==> config.mk <==
export PLATFORM = sky130hd
export DESIGN_NAME = uart_lite_rx_poller
export DESIGN_NICKNAME = d
export VERILOG_FILES = /design/src/rtl/uart_lite_rx_poller.sv
export SDC_FILE = /design/constraint.sdc
export NUM_CORES = 1
export LEC_CHECK = 0
export CAP_MARGIN = 20
export CORE_ASPECT_RATIO = 1.1
export CORE_MARGIN = 2
export CORE_UTILIZATION = 55
export CTS_BUF_LIST = sky130_fd_sc_hd__clkbuf_16
export DETAILED_ROUTE_END_ITERATION = 8
export DONT_BUFFER_PORTS = 1
export GPL_TIMING_DRIVEN = 1
export HOLD_SLACK_MARGIN = 0.02
export PLACE_DENSITY = 0.81
export SETUP_SLACK_MARGIN = 0.5
export SLEW_MARGIN = 20
export SYNTH_ARGS = -nofsm -noshare
export SYNTH_HDL_FRONTEND = slang
export SYNTH_SLANG_ARGS = --single-unit
==> constraint.sdc <==
create_clock -name clk_i -period 2 [get_ports clk_i]
set_input_delay 0.4 -clock clk_i [delete_from_list [all_inputs] [get_ports clk_i]]
set_output_delay 0.4 -clock clk_i [all_outputs]
set_load 0.01 [all_outputs]
==> src/rtl/uart_lite_rx_poller.sv <==
// AXI4-Lite poller that drains an AXI UART Lite RX FIFO into a byte stream.
// Ports: clk_i/rst_i (sync, active-high), m_axi_* master, data_o/valid_o/ready_i
// byte stream, rx_count_o and sticky overrun/frame/parity/resp_err/timeout flags.
// Optional: define UART_POLL_FIFO_RST_EN to reset the UART FIFOs via CTRL first.
module uart_lite_rx_poller #(
  parameter int unsigned POLL_GAP  = 8,
  parameter int unsigned TIMEOUT   = 256,
  parameter logic [3:0]  STAT_ADDR = 4'h8,
  parameter logic [3:0]  RX_ADDR   = 4'h0,
  parameter logic [3:0]  CTRL_ADDR = 4'hC
) (
  input  logic        clk_i,
  input  logic        rst_i,
  output logic [3:0]  m_axi_araddr,
  output logic        m_axi_arvalid,
  input  logic        m_axi_arready,
  input  logic [31:0] m_axi_rdata,
  input  logic [1:0]  m_axi_rresp,
  input  logic        m_axi_rvalid,
  output logic        m_axi_rready,
  output logic [3:0]  m_axi_awaddr,
  output logic        m_axi_awvalid,
  input  logic        m_axi_awready,
  output logic [31:0] m_axi_wdata,
  output logic [3:0]  m_axi_wstrb,
  output logic        m_axi_wvalid,
  input  logic        m_axi_wready,
  input  logic        m_axi_bvalid,
  input  logic [1:0]  m_axi_bresp,
  output logic        m_axi_bready,
  output logic [7:0]  data_o,
  output logic        valid_o,
  input  logic        ready_i,
  output logic [15:0] rx_count_o,
  output logic        overrun_o,
  output logic        frame_o,
  output logic        parity_o,
  output logic        resp_err_o,
  output logic        timeout_o
);

  typedef enum logic [2:0] {
    S_INIT, S_CFG, S_STAT_AR, S_STAT_R,
    S_WAIT, S_RX_AR, S_RX_R, S_OUT
  } state_e;

  localparam int GW = $clog2(POLL_GAP + 2);
  localparam int TW = $clog2(TIMEOUT + 2);
  localparam int unsigned GLAST = (POLL_GAP > 0) ? POLL_GAP - 1 : 0;
  localparam logic [GW-1:0] GAP_LAST = GW'(GLAST);
  localparam logic [TW-1:0] TO_MAX = TW'(TIMEOUT);

  state_e        state_q, state_d;
  logic [GW-1:0] gap_q;
  logic [TW-1:0] to_q;
  logic [7:0]    data_q;
  logic [15:0]   cnt_q;
  logic          ovr_q, frm_q, par_q, rerr_q, tout_q;
  logic          aw_done_q, w_done_q;
  logic          in_r, r_err, after_stat;

  assign in_r  = (state_q == S_STAT_R) || (state_q == S_RX_R);
  assign r_err = m_axi_rresp != 2'b00;
  // An idle gap only follows a "no data" or failed status read.
  assign after_stat = (POLL_GAP == 0) ? 1'b0 : 1'b1;

  always_ff @(posedge clk_i) begin
    if (rst_i) state_q <= S_INIT;
    else       state_q <= state_d;
  end

  always_comb begin
    state_d = state_q;
    unique case (state_q)
      S_INIT: begin
`ifdef UART_POLL_FIFO_RST_EN
        state_d = S_CFG;
`else
        state_d = S_STAT_AR;
`endif
      end
`ifdef UART_POLL_FIFO_RST_EN
      S_CFG:     if (m_axi_bvalid) state_d = S_STAT_AR;
`else
      S_CFG:     state_d = S_STAT_AR;
`endif
      S_STAT_AR: if (m_axi_arready) state_d = S_STAT_R;
      S_STAT_R: begin
        if (m_axi_rvalid) begin
          if (r_err || !m_axi_rdata[0])
            state_d = after_stat ? S_WAIT : S_STAT_AR;
          else
            state_d = S_RX_AR;
        end
      end
      S_WAIT:    if (gap_q == GAP_LAST) state_d = S_STAT_AR;
      S_RX_AR:   if (m_axi_arready) state_d = S_RX_R;
      S_RX_R: begin
        if (m_axi_rvalid)
          state_d = r_err ? S_STAT_AR : S_OUT;
      end
      S_OUT:     if (ready_i) state_d = S_STAT_AR;
      default:   state_d = S_INIT;
    endcase
  end

  always_comb begin
    m_axi_araddr  = 4'h0;
    m_axi_arvalid = 1'b0;
    m_axi_rready  = 1'b0;
    m_axi_awaddr  = 4'h0;
    m_axi_awvalid = 1'b0;
    m_axi_wdata   = 32'h0;
    m_axi_wstrb   = 4'h0;
    m_axi_wvalid  = 1'b0;
    m_axi_bready  = 1'b0;
    valid_o       = 1'b0;
    unique case (state_q)
      S_STAT_AR: begin
        m_axi_araddr  = STAT_ADDR;
        m_axi_arvalid = 1'b1;
      end
      S_RX_AR: begin
        m_axi_araddr  = RX_ADDR;
        m_axi_arvalid = 1'b1;
      end
      S_STAT_R, S_RX_R: m_axi_rready = 1'b1;
      S_OUT:            valid_o      = 1'b1;
`ifdef UART_POLL_FIFO_RST_EN
      S_CFG: begin
        m_axi_awaddr  = CTRL_ADDR;
        m_axi_awvalid = !aw_done_q;
        m_axi_wdata   = 32'h3;
        m_axi_wstrb   = 4'hF;
        m_axi_wvalid  = !w_done_q;
        m_axi_bready  = 1'b1;
      end
`endif
      default: ;
    endcase
  end

  always_ff @(posedge clk_i) begin
    if (rst_i) begin
      gap_q     <= '0;
      to_q      <= '0;
      data_q    <= 8'h0;
      cnt_q     <= 16'h0;
      ovr_q     <= 1'b0;
      frm_q     <= 1'b0;
      par_q     <= 1'b0;
      rerr_q    <= 1'b0;
      tout_q    <= 1'b0;
      aw_done_q <= 1'b0;
      w_done_q  <= 1'b0;
    end else begin
      gap_q <= (state_q == S_WAIT) ? gap_q + 1'b1 : '0;
      // Timeout only flags; the read is never abandoned.
      if (in_r && !m_axi_rvalid) begin
        if (to_q != TO_MAX) to_q <= to_q + 1'b1;
        if (to_q + 1'b1 == TO_MAX) tout_q <= 1'b1;
      end else begin
        to_q <= '0;
      end
      if (state_q == S_STAT_R && m_axi_rvalid) begin
        ovr_q <= ovr_q | m_axi_rdata[5];
        frm_q <= frm_q | m_axi_rdata[6];
        par_q <= par_q | m_axi_rdata[7];
      end
      if (in_r && m_axi_rvalid && r_err) rerr_q <= 1'b1;
      if (state_q == S_RX_R && m_axi_rvalid && !r_err)
        data_q <= m_axi_rdata[7:0];
      if (state_q == S_OUT && ready_i) cnt_q <= cnt_q + 16'd1;
`ifdef UART_POLL_FIFO_RST_EN
      if (state_q == S_CFG) begin
        if (m_axi_awready) aw_done_q <= 1'b1;
        if (m_axi_wready)  w_done_q  <= 1'b1;
        if (m_axi_bvalid && m_axi_bresp != 2'b00) rerr_q <= 1'b1;
      end else begin
        aw_done_q <= 1'b0;
        w_done_q  <= 1'b0;
      end
`endif
    end
  end

  // Status bits 4:1, upper data and, by default, the write inputs are unused.
  logic unused_in;
  assign unused_in = ^{m_axi_rdata[31:8], m_axi_rdata[4:1],
                       m_axi_awready, m_axi_wready, m_axi_bvalid,
                       m_axi_bresp, aw_done_q, w_done_q, CTRL_ADDR};

  assign data_o     = data_q;
  assign rx_count_o = cnt_q;
  assign overrun_o  = ovr_q;
  assign frame_o    = frm_q;
  assign parity_o   = par_q;
  assign resp_err_o = rerr_q;
  assign timeout_o  = tout_q;

endmodule
* Word level (Yosys, flattened, before mapping) *
Index checks and enable logic that the tools add are counted.

storage, ports and cells
  word-level logic and storage cells = 68
  input bits = 44
  output and inout port bits = 79
  flip-flop bits (word level) = 45

cells by class
  add/sub/neg operators = 3
  reductions and logical operators = 21
  equal/unequal tests = 16
  bitwise gates (word level) = 5
  mux-type cells = 13

operators with widths
  cell                                                             number
  3-bit 2-to-1 mux                                                 7
  3-bit case mux with 7 select lines                               1
  16-bit by 1-bit adder with 16-bit output, second input constant  1
  3-bit == test, second input constant                             4
  2-bit inequality test, second input constant                     6
  2-bit OR reduction                                               5
  9-bit by 1-bit adder with 9-bit output, second input constant    1
  9-bit == test, second input constant                             1
  9-bit inequality test, second input constant                     1
  1-bit logical AND                                                7
  3-bit by 2-bit == test with 1-bit output, second input constant  2
  6-bit AND reduction                                              1
  4-bit by 1-bit adder with 4-bit output, second input constant    1
  4-bit by 3-bit == test with 1-bit output, second input constant  1
  1-bit 2-to-1 mux                                                 4
  4-bit 2-to-1 mux                                                 1
  3-bit by 1-bit == test with 1-bit output, second input constant  1
  1-bit logical NOT                                                3
  3-bit logical NOT                                                1
  1-bit bitwise OR                                                 3
  1-bit logical OR                                                 2
  1-bit inverter                                                   2
  2-bit AND reduction                                              1
  2-bit nonzero test                                               1

* Longest topological paths before layout *
Gate-level depths: netlist (run 1).

  word-level depth = 5
  mapped depth = 6

* Worst setup path before layout (run 1) *
Ideal clock, no wire load.

  path kind = reg-to-reg
  start point = reg state_q[0]
  end point = reg state_q[0]
  slack = 153 ps
  setup time = 121 ps
  cell stages (with the launch flop) = 7
  path buffers = 2
  data arrival time = 1726 ps
  cells stage by stage = dfxtp_1 > clkbuf_1 > xor2_1 > and2_1 > clkbuf_1 > a211oi_1 > mux2_2

on the way
  word-level cells in the longest chain between the ends = 3
  elaborated cells on any way between the ends = 17

ends and longest elaborated chain
  item                                                                              RTL line  RTL
  start, declared                                                                   53        state_e state_q, state_d;
  start signal, assigned                                                            69        else state_q <= state_d;
  3-bit by 1-bit == test with 1-bit output, or another cell as far along            74        unique case (state_q)
  2-bit OR reduction (no line) / 2-bit inequality test (equally long branches)      -
  3-bit case mux with 7 select lines / 6-bit AND reduction (equally long branches)  -

Several ways; a longest one is shown, not always the timed one.
A chain may end at the register's enable or synchronous reset.

* Final worst setup path (run 1) *
  start point = reg state_q[0]
  end point = out m_axi_arvalid

on the way
  word-level cells in the longest chain between the ends = 3
  elaborated cells on any way between the ends = 4

ends and longest elaborated chain
  item                                                                              RTL line  RTL
  3-bit == test / 3-bit by 2-bit == test with 1-bit output (equally long branches)  118       unique case (state_q)
  2-bit OR reduction (no line) *                                                    -
  1-bit 2-to-1 mux *                                                                118
  end, declared                                                                     15        output logic m_axi_arvalid,

Mark *: on every way between the ends. The rest lies on a longest branch, timed or not.

==> metrics.md, run 1 <==
| Metric | Value |
|---|---|
| PwrDens | `645.9 mW/mm^2` |
| Commonest cells after routing, fill and taps aside | `sky130_fd_sc_hd__conb_1 (46), sky130_fd_sc_hd__nor2_1 (42), sky130_fd_sc_hd__dfxtp_1 (29)` |
| Total via count after detailed routing | `1853` |
| Capturing point of the worst reg2reg path | `rx_count_o[15]$_SDFFE_PP0P_` |
| Setup Crit Path Kind | `reg -> out` |
| Overflow left after global routing | `0` |
| Via-to-Cell Ratio | `5.220` |
| Vias in the first global route | `1699` |
| Data arrival, critical path | `1.29 ns` |
| Min cycle time layout | `1.688 ns` |
| Clock buffers created by TritonCTS | `5` |
| # H-tree levels | `2` |
| Crit path from | `state_q[0]$_SDFFE_PP0P_` |
| Maximum fanout along the worst path | `3` |
| Clock tree from TritonCTS | `done` |
| Met2 wire len | `2.789 mm` |
| Fraction of synthesized area in multiplexers | `0.05524` |
| Unrepaired setup endpoints after global routing | `yes` |
| Number of fill cells in the layout | `330` |
| Initial antenna violation count | `0` |
| Initial core utilization | `0.5644` |
| Antenna cell count | `0` |
| Routed Antenna Nets | `0` |
| Post-route clock period utilization | `0.8441` |
| Core outline area | `0.004254 mm^2` |
| Setup violation total in the final timing report | `0` |
| Adder-cell area share of the yosys netlist | `0.02084` |
| Clock latency reported for the late side of the worst-skew pair | `0.28 ns` |
| Average cell area after synthesis | `8.484 um^2` |
| Net count of the finished layout | `348` |
| Switching Share | `0.2301` |
| Highest metal layer with signal wires | `met4` |
| DRC viols | `0` |
| Wire length per cell | `14.38 um` |
| Cell internal power dissipation | `1.409 mW` |
| Logic pwr share | `0.091` |
| Clock root buffer | `sky130_fd_sc_hd__clkbuf_16` |
| Total GRT Usage | `0.2003` |
| Depth of the worst register-to-register path | `4` |
| Fraction of final layout cells with drive strength greater than 1 | `0.2625` |
| Buffer depth of the longest clock path | `2` |
| Number of register bits inferred by synthesis | `45` |
| Layout-stage area growth over the synthesis result | `18.03%` |
| Worst R2R Start | `rx_count_o[8]$_SDFFE_PP0P_` |
| Post-synth cell types | `39` |
| Total wirelength of the detailed-routed design | `5.106 mm` |
| First-pass detailed-route iteration total | `4` |
| Required @ worst endpoint | `1.60 ns` |
| Clock transition at the registers of the reported paths | `0.06 ns` |
| Number of DRC markers in iteration 0 | `48` |
| Setup TNS | `0 ns` |
| Hold Vio Cnt, Final | `0` |
| Psw | `0.4213 mW` |
| Detailed-routing wirelength on met1 | `1.971 mm` |
| Run status | `finished clean` |
| Die span in y | `73.30 um` |
| Netlist Area Pre-Place | `0.002401 mm^2` |
| Type of element capturing the critical path | `output pin` |
| Share of total power in sequential cells | `0.495` |
| Number of buffer cells added on primary ports | `0` |
| Number of warnings reported in the yosys synthesis log | `0` |
| Site row count | `25` |
| R2R setup slack | `0.32 ns` |
| Static leakage power | `1.156 nW` |
| Die Footprint | `0.004910 mm^2` |
| Routability congestion estimate from global placement | `0.7545` |
| Area fraction in and, or, nand and nor cells after synthesis | `0.2366` |
| Clock Skew | `0.003505 ns` |
| Die width | `67.00 um` |
| Crit path capture | `m_axi_arvalid` |
| Kind of launch point of the worst setup path | `flip-flop` |
| Peak Freq | `592.3 MHz` |
| TritonCTS Sinks | `45` |
| DPL Wire Length | `3.134 mm` |
| Clock share of power | `0.414` |
| Synthesized-area fraction occupied by xor and xnor cells | `0.07295` |
| Pin count of the biggest net entering global routing | `38` |
| First-pass GRT wire length | `7.596 mm` |
| Routed length on met3 | `286 um` |
| Hold crit path type | `in -> reg` |
| Most common cell after layout, fill and taps aside | `sky130_fd_sc_hd__conb_1` |
| Largest vdd supply drop | `0.0007290 V` |
| Post-synthesis compound-gate area fraction | `0.06566` |
| Final core utilization | `0.6662` |
| Post-synthesis sequential area ratio | `0.3752` |
| Number of max-capacitance violations reported | `0` |
| Mapped Cells | `283` |
| Count of final max-slew check failures | `0` |
| Dominant combinational cell family by area after synthesis | `simple AND/OR/NAND/NOR gates` |
| Number of top-level pins | `123` |
-- cells by family (layout without fill, tap and decap cells) --
| kind of cell | after synthesis | after routing |
|---|---|---|
| compound gates | 27 | 27 |
| xor+xnor | 20 | 20 |
| fa+ha+maj | 4 | 4 |
| buf+inv | 64 | 37 |
| flops | 45 | 45 |
| mux | 13 | 13 |
| other cells | 1 | 46 |
| simple gates | 109 | 109 |
-- through the flow --
stage | hold WS (ns) | power [mW] | setup WS [ns] | area [um^2] | std cells
finish | 0.1764 | 1.831 | 0.3117 | 2834 | 355
global route | 0.1639 | 1.900 | 0.2716 | 2834 | 355
CTS | 0.1716 | 1.815 | 0.3173 | 2683 | 353
detailed placement | 0.4355 | 1.062 | 0.2251 | 2371 | 332
global placement | 0.4302 | 1.060 | 0.2797 | 2371 | 332
floorplan | 0.4176 | 1.122 | 0.3749 | 2656 | 328
-- sequential cells by signal, indices dropped and copies added, names as in the netlist --
signal,flops
rx_count_o,16
parity_o,1
gap_q,4
to_q,9
data_o,8
resp_err_o,1
overrun_o,1
frame_o,1
timeout_o,1
state_q,3
-- cells in the mapped netlist --
master                     count  area share
sky130_fd_sc_hd__a21oi_1      14       0.029
sky130_fd_sc_hd__or3_1         5       0.013
sky130_fd_sc_hd__conb_1        1      0.0016
sky130_fd_sc_hd__or4_4         1      0.0047
sky130_fd_sc_hd__mux2i_1      11       0.046
sky130_fd_sc_hd__and3_1        5       0.013
sky130_fd_sc_hd__or2_2         2      0.0052
sky130_fd_sc_hd__inv_1         8       0.013
sky130_fd_sc_hd__and4_1        1      0.0036
sky130_fd_sc_hd__nand4_1       6       0.016
sky130_fd_sc_hd__nor4b_1       4       0.015
sky130_fd_sc_hd__and3b_1       1      0.0036
sky130_fd_sc_hd__o21ai_0       5       0.010
sky130_fd_sc_hd__nand4_4       1      0.0089
sky130_fd_sc_hd__nand3_1      13       0.027
sky130_fd_sc_hd__o21a_1        1      0.0031
sky130_fd_sc_hd__dfxtp_1      45        0.38
sky130_fd_sc_hd__nor4_1        3      0.0078
sky130_fd_sc_hd__a211o_1       1      0.0036
sky130_fd_sc_hd__nand2b_1      2      0.0052
sky130_fd_sc_hd__o32ai_1       2      0.0073
sky130_fd_sc_hd__buf_4        46        0.14
sky130_fd_sc_hd__nor3_1        2      0.0042
sky130_fd_sc_hd__o31ai_1       2      0.0063
sky130_fd_sc_hd__and2_1        2      0.0052
sky130_fd_sc_hd__clkbuf_1     10       0.016
sky130_fd_sc_hd__nor2_1       42       0.066
sky130_fd_sc_hd__o22ai_1       1      0.0026
sky130_fd_sc_hd__nor3b_1       1      0.0031
sky130_fd_sc_hd__nand2_1      13       0.020
sky130_fd_sc_hd__or4_1         2      0.0063
sky130_fd_sc_hd__mux2_2        2      0.0094
sky130_fd_sc_hd__nand3b_1      1      0.0031
sky130_fd_sc_hd__xor2_1        9       0.033
sky130_fd_sc_hd__nor2b_1       1      0.0026
sky130_fd_sc_hd__ha_1          4       0.021
sky130_fd_sc_hd__a211oi_1      1      0.0031
sky130_fd_sc_hd__or3b_2        1      0.0036
sky130_fd_sc_hd__xnor2_1      11       0.040
-- repair_timing --
item                       4_1_cts  5_1_grt
pin swaps                       13        7
setup buffers                   13        2
setup endpoints to repair       26       32
hold buffers                     0        0
gates resized for setup         25       29
-- power groups by stage --
stage / Sequential, mW / Combinational [mW] / Clock [mW]
floorplan: 0.932 / 0.190 / 0
global placement: 0.935 / 0.125 / 0
detailed placement: 0.935 / 0.127 / 0
CTS: 0.906 / 0.145 / 0.764
global route: 0.907 / 0.187 / 0.806
finish: 0.906 / 0.167 / 0.757
-- per-layer routing --
layer / vias to the layer above / track usage
met2: 70 / 0.3467
met4: 0 / 0.07710
met3: 6 / 0.06126
met5: - / 0
li1: 897 / -
met1: 880 / 0.2304
-- worst min path at each step --
| stage | cells past startpoint | start | slack [ns] | to |
|---|---|---|---|---|
| final | 1 | rst_i | 0.18 | rx_count_o[9]$_SDFFE_PP0P_ |
| after global routing | 1 | rst_i | 0.16 | rx_count_o[9]$_SDFFE_PP0P_ |
| after CTS | 1 | rst_i | 0.17 | rx_count_o[1]$_SDFFE_PP0P_ |
| after detailed placement | 1 | gap_q[0]$_SDFF_PP0_ | 0.44 | gap_q[0]$_SDFF_PP0_ |
| after global placement | 1 | gap_q[0]$_SDFF_PP0_ | 0.43 | gap_q[0]$_SDFF_PP0_ |
| after floorplan | 1 | gap_q[0]$_SDFF_PP0_ | 0.42 | gap_q[0]$_SDFF_PP0_ |
-- critical path, stage by stage, from the launching register on --
cell	delay, ns
sky130_fd_sc_hd__dfxtp_4	0.36
sky130_fd_sc_hd__buf_6	0.12
sky130_fd_sc_hd__or3b_4	0.43
sky130_fd_sc_hd__o21ai_4	0.09
-- area by class of cell --
type | count | area [um^2] | share of cell area
clock inverter | 3 | 11.26 | 0.003974
clock buffer | 5 | 125.1 | 0.04415
sequential | 45 | 948.4 | 0.3347
multi-input combinational | 219 | 1460 | 0.5152
inverter | 8 | 32.53 | 0.01148
timing repair buffer | 21 | 188.9 | 0.06667
tap | 54 | 67.56 | 0.02384
No activity file was read; power rests on OpenSTA's default activity.
==> run 2: changes to the inputs <==
==> constraint.sdc (replaced) <==
create_clock -name clk_i -period 1.7 [get_ports clk_i]
set_input_delay 0.34 -clock clk_i [delete_from_list [all_inputs] [get_ports clk_i]]
set_output_delay 0.34 -clock clk_i [all_outputs]
set_load 0.01 [all_outputs]
==> run 2 against run 1 <==
Effect of this change: flip-flop and latch count unchanged; via count rose by 14%; global-route usage is 2.0 points higher; largest cell class unchanged; largest power group unchanged; highest routed layer unchanged.
==> metrics.md, run 2 (synthesized netlist as in run 1, its figures left out) <==
| Metric | Value |
|---|---|
| Post-Place Setup Slack | `0.01442 ns` |
| DPL Wire Length | `3.241 mm` |
| PwrDens | `712.2 mW/mm^2` |
| Final core utilization | `0.7824` |
| First-pass detailed-route iteration total | `4` |
| First-pass GRT wire length | `8.197 mm` |
| Final Instance Count excl. Fillers | `386` |
| Number of DRC markers in iteration 0 | `131` |
| Most crowded layer after global routing | `met2` |
| Clock share of power | `0.423` |
| HP Start | `rst_i` |
| Max reg flops | `16` |
| Initial core utilization | `0.5644` |
| Count of final max-slew check failures | `0` |
| Run status | `finished clean` |
| Total wirelength of the detailed-routed design | `6.475 mm` |
| Total via count after detailed routing | `2111` |
| Initial antenna violation count | `0` |
| Worst slew margin | `0.6254` |
| Post-route clock period utilization | `0.9833` |
| Psw | `0.6217 mW` |
| Clock latency reported for the late side of the worst-skew pair | `0.29 ns` |
| Wire length per cell | `16.77 um` |
| Switching Share | `0.2623` |
| Site row count | `25` |
| Global routing usage on met1 | `0.2560` |
| Commonest cells after routing, fill and taps aside | `sky130_fd_sc_hd__conb_1 (46), sky130_fd_sc_hd__nor2_1 (36), sky130_fd_sc_hd__dfxtp_1 (31)` |
| Clock tree from TritonCTS | `done` |
| Worst R2R Start | `rx_count_o[4]$_SDFFE_PP0P_` |
| Logic pwr share | `0.128` |
| Peak Freq | `598.2 MHz` |
| Routability congestion estimate from global placement | `0.8407` |
| Number of fill cells in the layout | `265` |
| Maximum fanout along the worst path | `5` |
| Max incr delay on CP | `0.56 ns` |
| Setup TNS | `0 ns` |
| Total GRT Usage | `0.2208` |
| Fin worst setup slack | `0.02833 ns` |
| Standard cell with the maximum stage delay on the critical path | `sky130_fd_sc_hd__or4_4` |
| Kind of launch point of the worst setup path | `flip-flop` |
| Sum of internal, switching and leakage power | `2.370 mW` |
| Buffer depth of the longest clock path | `2` |
| Type of element capturing the critical path | `flip-flop` |
| Required @ worst endpoint | `1.93 ns` |
| Hold Vio Cnt, Final | `0` |
| Static leakage power | `1.409 nW` |
| Number of buffer cells added on primary ports | `0` |
| Layout-stage area growth over the synthesis result | `38.61%` |
| CP cell instances | `nand3_4 -> or4_4 -> or4_1 -> a21oi_1` |
| Most common cell after layout, fill and taps aside | `sky130_fd_sc_hd__conb_1` |
| Unrepaired setup endpoints after global routing | `yes` |
| Number of instances in the placed design | `346` |
| Clock Skew | `0.006182 ns` |
| Clock root buffer | `sky130_fd_sc_hd__clkbuf_16` |
| Footprint of the flip-flops and latches | `945.9 um^2` |
| Clock transition at the registers of the reported paths | `0.07 ns` |
| Die width | `67.00 um` |
| TritonCTS Sinks | `45` |
| Overflow left after global routing | `0` |
| Die span in y | `73.30 um` |
| Largest vdd supply drop | `0.0006162 V` |
| Net count of the finished layout | `379` |
| Crit path from | `rx_count_o[4]$_SDFFE_PP0P_` |
| Via-to-Cell Ratio | `5.469` |
| Pin count of the biggest net entering global routing | `38` |
| Antenna cell count | `0` |
| Clock buffers created by TritonCTS | `5` |
| Setup violation total in the final timing report | `0` |
| Die Footprint | `0.004910 mm^2` |
| # H-tree levels | `2` |
| Share of total power in sequential cells | `0.449` |
| Cell internal power dissipation | `1.749 mW` |
| Number of max-capacitance violations reported | `0` |
| Number of top-level pins | `123` |
| Fraction of final layout cells with drive strength greater than 1 | `0.3976` |
| Min cycle time layout | `1.672 ns` |
| DRC viols | `0` |
| Core outline area | `0.004254 mm^2` |
| Data arrival, critical path | `1.90 ns` |
| Area used by multi-input combinational logic | `0.001647 mm^2` |
| Hold crit path type | `in -> reg` |
| Routing usage on met2 | `0.3800` |
| Routed Antenna Nets | `0` |
| Slew at the pin closest to its max-slew limit | `0.5599 ns` |
| Setup Crit Path Kind | `reg -> reg` |
| Vias in the first global route | `1854` |
| Met3 track utilization from global routing | `0.05513` |
-- run 2: cell count changes in the layout (fill, tap and decap cells not counted), sizes merged --
cell      previous run  this run
buf                 21        52
clkinv               1         0
clkinvlp             0         1
-- run 2: final cells by class --
class                      instances  area share
sequential                        45      0.2842
multi-input combinational        219      0.4947
tap                               54     0.02030
clock inverter                     3    0.007519
timing repair buffer              52      0.1459
inverter                           8    0.009774
clock buffer                       5     0.03759
-- run 2: per-layer routing --
layer	wire, um	part of all wire	vias up
met4	102	0.016	0
met1	2432	0.38	1014
li1	-	-	964
met3	503	0.078	13
met2	3436	0.53	120
met5	0	0	-
-- run 2: power by group through the flow --
stage                     clock network, mW  logic (mW)  registers, mW
after floorplan                           0       0.250           1.09
after global placement                    0       0.180           1.09
after detailed placement                  0       0.183           1.09
after CTS                              1.00       0.224           1.06
after global routing                   1.05       0.325           1.06
final                                  1.00       0.304           1.06
-- run 2: metrics by stage --
stage	hold slack, ns	area, um^2
5_1_grt	0.09699	3328
3_5_place_dp	0.4063	2582
4_1_cts	0.09980	3005
3_3_place_gp	0.4034	2582
6_report	0.1046	3328
2_1_floorplan	0.4176	2765
-- run 2: critical path: cells and delay by family, from the launching register on --
family	cells	cell delay [ns]
and+or+nand+nor	3	1.06
DFF	1	0.40
AOI/OAI and AO/OA	1	0.14
-- run 2: path summary, 6_finish.rpt --
path | slack (ns) | end | cells after the start
worst max-delay path | 0.03 | rx_count_o[15]$_SDFFE_PP0P_ | 4
worst min-delay path | 0.10 | rx_count_o[1]$_SDFFE_PP0P_ | 1
worst max register to register | 0.03 | rx_count_o[15]$_SDFFE_PP0P_ | 4
worst min register to register | 0.47 | gap_q[0]$_SDFF_PP0_ | 1
-- run 2: what timing repair did --
action | CTS | global route
resized for setup | 37 | 44
hold buffers | 0 | 0
endpoints found under the setup margin | 44 | 49
setup buffers | 15 | 17
pin swaps | 21 | 28
==> run 3: changes to the inputs <==
--- a/config.mk
+++ b/config.mk
@@ -5,7 +5,6 @@
 export SDC_FILE = /design/constraint.sdc
 export NUM_CORES = 1
 export LEC_CHECK = 0
-export CAP_MARGIN = 20
 export CORE_ASPECT_RATIO = 1.1
 export CORE_MARGIN = 2
 export CORE_UTILIZATION = 55
==> results of run 3 <==
Final layout, timing and power as in run 2 (identical DEF).
